[src/rtl/decode_fetch_unescape.sv]
// decode_fetch_unescape: strips prefixes and 0x0F escape, packs the body into a 72-bit window; `FETCH_ERR_DETECT_EN adds malformed-instruction detection
module decode_fetch_unescape #(
  parameter int MAX_INSTR_LEN = 15,
  parameter int BODY_BYTES = 9
) (
  input  logic                    clk,
  input  logic                    rst,
  input  logic [7:0]              in_byte,
  input  logic                    in_last,
  input  logic                    in_valid,
  output logic                    in_ready,
  output logic [8*BODY_BYTES-1:0] unescaped_instr,
  output logic                    prefix_operand_16bit,
  output logic                    prefix_address_16bit,
  output logic                    prefix_rep,
  output logic                    prefix_lock,
  output logic                    escape_0f,
  output logic [3:0]              body_len,
  output logic                    out_err,
  output logic                    out_valid,
  input  logic                    out_ready
);
`ifdef FETCH_ERR_DETECT_EN
  typedef enum logic [1:0] {S_PREFIX, S_BODY, S_DRAIN, S_DONE} state_t;
`else
  typedef enum logic [1:0] {S_PREFIX, S_BODY, S_DONE} state_t;
`endif
  state_t state, state_nx;
  logic acc, is_pfx, is_esc, ovf, clr;
  logic [3:0] tot_cnt;
  assign in_ready = state != S_DONE;
  assign out_valid = state == S_DONE;
  assign acc = in_valid && in_ready;
  assign is_pfx = in_byte inside {8'h26, 8'h2E, 8'h36, 8'h3E, 8'h64, 8'h65, 8'h66, 8'h67, 8'hF0, 8'hF2, 8'hF3};
  assign is_esc = in_byte == 8'h0F;
  assign ovf = body_len == 4'(BODY_BYTES) || tot_cnt == 4'(MAX_INSTR_LEN);
  assign clr = rst || (out_valid && out_ready);
  // State register
  always_ff @(posedge clk)
    state <= rst ? S_PREFIX : state_nx;
  // Next state: prefixes loop, first non-prefix enters the body, in_last closes the instruction
  always_comb begin
    state_nx = state;
    case (state)
      S_PREFIX: state_nx = !acc ? S_PREFIX : in_last ? S_DONE : is_pfx ? S_PREFIX : S_BODY;
`ifdef FETCH_ERR_DETECT_EN
      S_BODY:   state_nx = !acc ? S_BODY : in_last ? S_DONE : ovf ? S_DRAIN : S_BODY;
      S_DRAIN:  state_nx = acc && in_last ? S_DONE : S_DRAIN;
`else
      S_BODY:   state_nx = acc && in_last ? S_DONE : S_BODY;
`endif
      S_DONE:   state_nx = out_ready ? S_PREFIX : S_DONE;
      default:  state_nx = S_PREFIX;
    endcase
  end
  // Collect flags and body bytes; the window is cleared once the instruction is consumed
  always_ff @(posedge clk) begin
    if (clr) begin
      unescaped_instr <= '0;
      prefix_operand_16bit <= 1'b0;
      prefix_address_16bit <= 1'b0;
      prefix_rep <= 1'b0;
      prefix_lock <= 1'b0;
      escape_0f <= 1'b0;
      body_len <= 4'd0;
      tot_cnt <= 4'd0;
    end else if (acc) begin
      tot_cnt <= tot_cnt == 4'(MAX_INSTR_LEN) ? tot_cnt : tot_cnt + 4'd1;
      if (state == S_PREFIX) begin
        prefix_operand_16bit <= prefix_operand_16bit | (in_byte == 8'h66);
        prefix_address_16bit <= prefix_address_16bit | (in_byte == 8'h67);
        prefix_rep <= prefix_rep | (in_byte == 8'hF2) | (in_byte == 8'hF3);
        prefix_lock <= prefix_lock | (in_byte == 8'hF0);
        escape_0f <= is_esc;
        if (!is_pfx && !is_esc) begin
          unescaped_instr[7:0] <= in_byte;
          body_len <= 4'd1;
        end
      end else if (state == S_BODY && !ovf) begin
        for (int k = 0; k < BODY_BYTES; k++)
          if (body_len == 4'(k)) unescaped_instr[8*k +: 8] <= in_byte;
        body_len <= body_len + 4'd1;
      end
    end
  end
`ifdef FETCH_ERR_DETECT_EN
  // Flag an empty body (prefix/escape carrying in_last) or an overlong body
  always_ff @(posedge clk)
    if (clr) out_err <= 1'b0;
    else if (acc && ((state == S_PREFIX && in_last && (is_pfx || is_esc)) || (state == S_BODY && ovf))) out_err <= 1'b1;
`else
  assign out_err = 1'b0;
`endif
endmodule

[config.mk]
export PLATFORM = sky130hd
export DESIGN_NAME = decode_fetch_unescape
export DESIGN_NICKNAME = d
export VERILOG_FILES = /design/src/rtl/decode_fetch_unescape.sv
export SDC_FILE = /design/constraint.sdc
export NUM_CORES = 1
export LEC_CHECK = 0
export CORE_ASPECT_RATIO = 1.75
export CORE_MARGIN = 2
export CORE_UTILIZATION = 42
export CTS_CLUSTER_SIZE = 10
export DETAILED_ROUTE_END_ITERATION = 8
export PLACE_DENSITY_LB_ADDON = 0.12
export REMOVE_ABC_BUFFERS = 1
export SLEW_MARGIN = 10
export SYNTH_ARGS = -nofsm -noshare
export SYNTH_HDL_FRONTEND = slang
export SYNTH_SLANG_ARGS = --single-unit
export TNS_END_PERCENT = 50
[constraint.sdc]
create_clock -name clk -period 2.1 [get_ports clk]
set_clock_uncertainty 0.15 [all_clocks]
set_input_delay 0.42 -clock clk [delete_from_list [all_inputs] [get_ports clk]]
set_output_delay 0.42 -clock clk [all_outputs]
set_load 0.01 [all_outputs]
==> impl_metrics.py <==
metrics = {
    "die": {
        "die-area_um2": 8610,
        "std_cell_rows": 42,
        "initial_cell_density_of_the_core_pct": 43.3,
        "die_h_um": 121,
        "top_level_ports": 97,
        "core_area_um2": 7620,
        "chipWidth_um": 71.0,
    },
    "clocking": {
        "cts_tree": "done",
        "cts-buffers-inserted": 9,
        "htreeDepth": 3,
        "cts_root_buffer": "sky130_fd_sc_hd__clkbuf_16",
        "clkTransAtPathRegs_ps": 60,
        "clock_insertion_delay_worst_skew_ps": 330,
        "buffer_depth_of_the_longest_clock_path": 2,
        "tritoncts_num_sinks": 87,
    },
    "finish": {
        "nFillCells": 654,
        "finish.net_count": 503,
        "fin_cells": 578,
        "antenna-diode-count": 0,
        "syn2layout_area_growth_pct": 53.4,
        "combined_flip_flop_and_latch_cell_area_um2": 1750,
        "post_route_cells_drive_above_1_share_pct": 18.2,
        "multi_input_comb_area_um2": 1500,
    },
    "synth": {
        "synth_async_sr_flop_share_pct": 0,
        "synth.largest_area_cell": "sky130_fd_sc_hd__dfxtp_1",
        "ys_types": 45,
        "synth_largest_type_area_fraction_pct": 52.8,
        "synth_sequential_area_ratio_pct": 52.8,
        "synth_top_flop_cell": "sky130_fd_sc_hd__dfxtp_1",
        "synth_enable_flop_cells": 0,
        "synth.area.top_cells": "sky130_fd_sc_hd__dfxtp_1 (53%), sky130_fd_sc_hd__nand3_1 (10%), sky130_fd_sc_hd__o21ai_0 (8.6%)",
        "synth_most_common_cell": "sky130_fd_sc_hd__dfxtp_1",
        "leading_cell_types_by_count_after_synthesis": "sky130_fd_sc_hd__dfxtp_1 (87), sky130_fd_sc_hd__nand3_1 (67), sky130_fd_sc_hd__o21ai_0 (57), sky130_fd_sc_hd__nor2_1 (22), sky130_fd_sc_hd__nand2_1 (20)",
        "postSynthAreaPerCell_um2": 9.40,
        "ys_seq_elements": 87,
        "ys_warn_count": 0,
        "syn-cell-area_um2": 3300,
        "synthCells": 351,
    },
    "run": {
        "cap_viol_max_count": 0,
    },
    "detailed_routing": {
        "routed_wire_length_per_instance_um": 15.0,
        "drt-total-wl_um": 8660,
        "route.detailed.drc": 0,
        "drt-vias-per-instance": 5.11,
        "num_vias": 2953,
        "drt_first_iter_violations": 155,
        "detail-route-antenna-nets": 0,
        "detail_route.first_pass.iterations": 7,
    },
    "setup_path": {
        "path_max_fanout": 8,
        "worst_r2r_path_cells": 8,
        "cp_data_arrival_time_ps": 2130,
        "critPathKind": "reg2reg",
        "critical_path.startpoint_type": "flip-flop",
        "critical_path_endpoint_category": "flip-flop",
        "endpoint": "unescaped_instr[64]",
        "critPathLaunch": "tot_cnt[0]",
        "timing.reg2reg.setup_slack_ps": 40,
        "r2r_start": "tot_cnt[0]",
        "reg2reg_to": "unescaped_instr[64]",
        "data_required_time_at_the_worst_endpoint_ps": 2170,
    },
    "placed_design": {
        "dpl_cells": 559,
        "port-buffer-count": 95,
        "place_congestion": 0.834,
        "dp_hpwl_um": 6140,
    },
    "timing": {
        "unrepaired_setup_endpoints_after_global_routing": "yes",
        "fin_crit_sh_pct": 98.0,
        "final-setup-viol-count": 0,
        "finalSetupTns_ps": 0,
        "final_hold_viol_count": 0,
        "fmax_mhz": 486,
        "final_period_minus_worst_setup_slack_ps": 2060,
        "drv_slew": 0,
    },
    "pwr": {
        "leakage_power_figure_nw": 1.91,
        "power.density_cell_area_nw_per_um2": 730,
        "total_power_mw": 3.70,
        "power.share.sequential_pct": 45.8,
        "irDropWorstVdd_mv": 0.489,
        "p_switching_uw": 846,
        "power_frac_clock_pct": 44.4,
        "combPwrFrac_pct": 9.8,
        "cell_internal_pwr_mw": 2.85,
        "power.share.switching_pct": 22.9,
    },
    "status": {
        "run_status": "completed",
    },
    "global_routing": {
        "global_route_usage_sum_pct": 20.5,
        "grt.overflow.total": 0,
        "grt_pass1_vias": 2814,
        "grt_pass1_wl_um": 13700,
        "grt_antenna_before_repair": 0,
        "largest_net_degree_at_the_start_of_global_routing": 43,
    },
    "hold_path": {
        "hold_depth": 2,
        "hold_path.class": "reg2reg",
        "hold_path.startpoint": "unescaped_instr[3]",
    },
}
-- metal layers --
layer / wire [µm] / vias up / global-route usage, %
li1: - / 1518 / -
met1: 3550 / 1348 / 23.1
met2: 4700 / 76 / 37.3
met3: 281 / 11 / 3.41
met4: 135 / 0 / 8.73
met5: 0 / - / 0
-- cells by family after synthesis --
kind of cell | Yosys count | share of synthesized area, %
other cells | 1 | 0.114
compound gates | 80 | 14.2
buf+inv | 25 | 4.09
flops | 87 | 52.8
fa+ha+maj | 5 | 1.90
simple gates | 134 | 21.3
xor+xnor | 2 | 0.531
mux | 17 | 5.16
-- layout make-up --
cell class / count / area share [%]
Tap cell: 88 / 2.17
Inverter: 5 / 0.371
Clock inverter: 5 / 1.26
Sequential cell: 87 / 34.5
Timing Repair Buffer: 143 / 27.1
Multi-Input combinational cell: 239 / 29.6
Clock buffer: 11 / 4.99
-- worst min path at each step --
stage,end,slack [ps]
detailed placement,prefix_operand_16bit,310
global placement,prefix_operand_16bit,300
floorplan,tot_cnt[2],300
global route,unescaped_instr[1],340
finish,unescaped_instr[3],310
CTS,unescaped_instr[3],320
-- critical path, stage by stage, from the launching register on --
cell and delay [ps]:
sky130_fd_sc_hd__dfxtp_4 350, sky130_fd_sc_hd__ha_4 160, sky130_fd_sc_hd__and3_4 180, sky130_fd_sc_hd__buf_6 110, sky130_fd_sc_hd__nor4_4 280, sky130_fd_sc_hd__and4b_1 290
sky130_fd_sc_hd__buf_12 150, sky130_fd_sc_hd__mux2i_2 210, sky130_fd_sc_hd__nor2_1 70
-- power by group through the flow --
stage	clock (mW)	combinational, mW	sequential (mW)
floorplan	0	0.131	1.73
global placement	0	0.342	1.73
detailed placement	0	0.344	1.73
CTS	1.67	0.350	1.69
global route	1.74	0.393	1.70
finish	1.64	0.361	1.69
-- sequential cells by signal, indices dropped and copies added, names as in the netlist --
register,cells
state,2
tot_cnt,4
prefix_operand_16bit,1
prefix_rep,1
prefix_address_16bit,1
unescaped_instr,72
body_len,4
escape_0f,1
prefix_lock,1
-- placed cells by master, fill, tap and decap left out, types with 2 or more instances in the layout --
cell,n
sky130_fd_sc_hd__inv_6,2
sky130_fd_sc_hd__mux2i_1,16
sky130_fd_sc_hd__o21ai_0,57
sky130_fd_sc_hd__a21oi_1,4
sky130_fd_sc_hd__dlygate4sd2_1,8
sky130_fd_sc_hd__or4_4,2
sky130_fd_sc_hd__ha_1,3
sky130_fd_sc_hd__nand2b_1,2
sky130_fd_sc_hd__nand2_1,20
sky130_fd_sc_hd__buf_4,39
sky130_fd_sc_hd__inv_1,4
sky130_fd_sc_hd__clkdlybuf4s50_1,86
sky130_fd_sc_hd__nor3_1,3
sky130_fd_sc_hd__nand3_1,67
sky130_fd_sc_hd__o21a_1,2
sky130_fd_sc_hd__o31ai_1,2
sky130_fd_sc_hd__a31oi_1,4
sky130_fd_sc_hd__buf_12,4
sky130_fd_sc_hd__clkbuf_16,9
sky130_fd_sc_hd__nor2b_1,3
sky130_fd_sc_hd__dfxtp_2,3
sky130_fd_sc_hd__dfxtp_1,83
sky130_fd_sc_hd__clkbuf_8,2
sky130_fd_sc_hd__nor2_1,22
sky130_fd_sc_hd__buf_6,5
-- through the flow --
| stage | hold slack (ps) | util (%) | cell area, µm² | setup WS [ps] |
|---|---|---|---|---|
| 5_1_grt | 336 | 66.5 | 5060 | -67.5 |
| 4_1_cts | 321 | 65.4 | 4980 | 4.01 |
| 2_1_floorplan | 303 | - | 3180 | -2350 |
| 3_3_place_gp | 298 | 61.0 | 4640 | -476 |
| 3_5_place_dp | 307 | 61.0 | 4640 | -524 |
| 6_report | 313 | 66.5 | 5060 | 41.2 |
-- what timing repair did --
item / CTS / global route
gates resized for setup: 14 / 18
hold buffers: 0 / 0
setup buffers: 1 / 2
pin swaps: 5 / 8
endpoints found under the setup margin: 14 / 75
(Power assumes the default switching activity.)
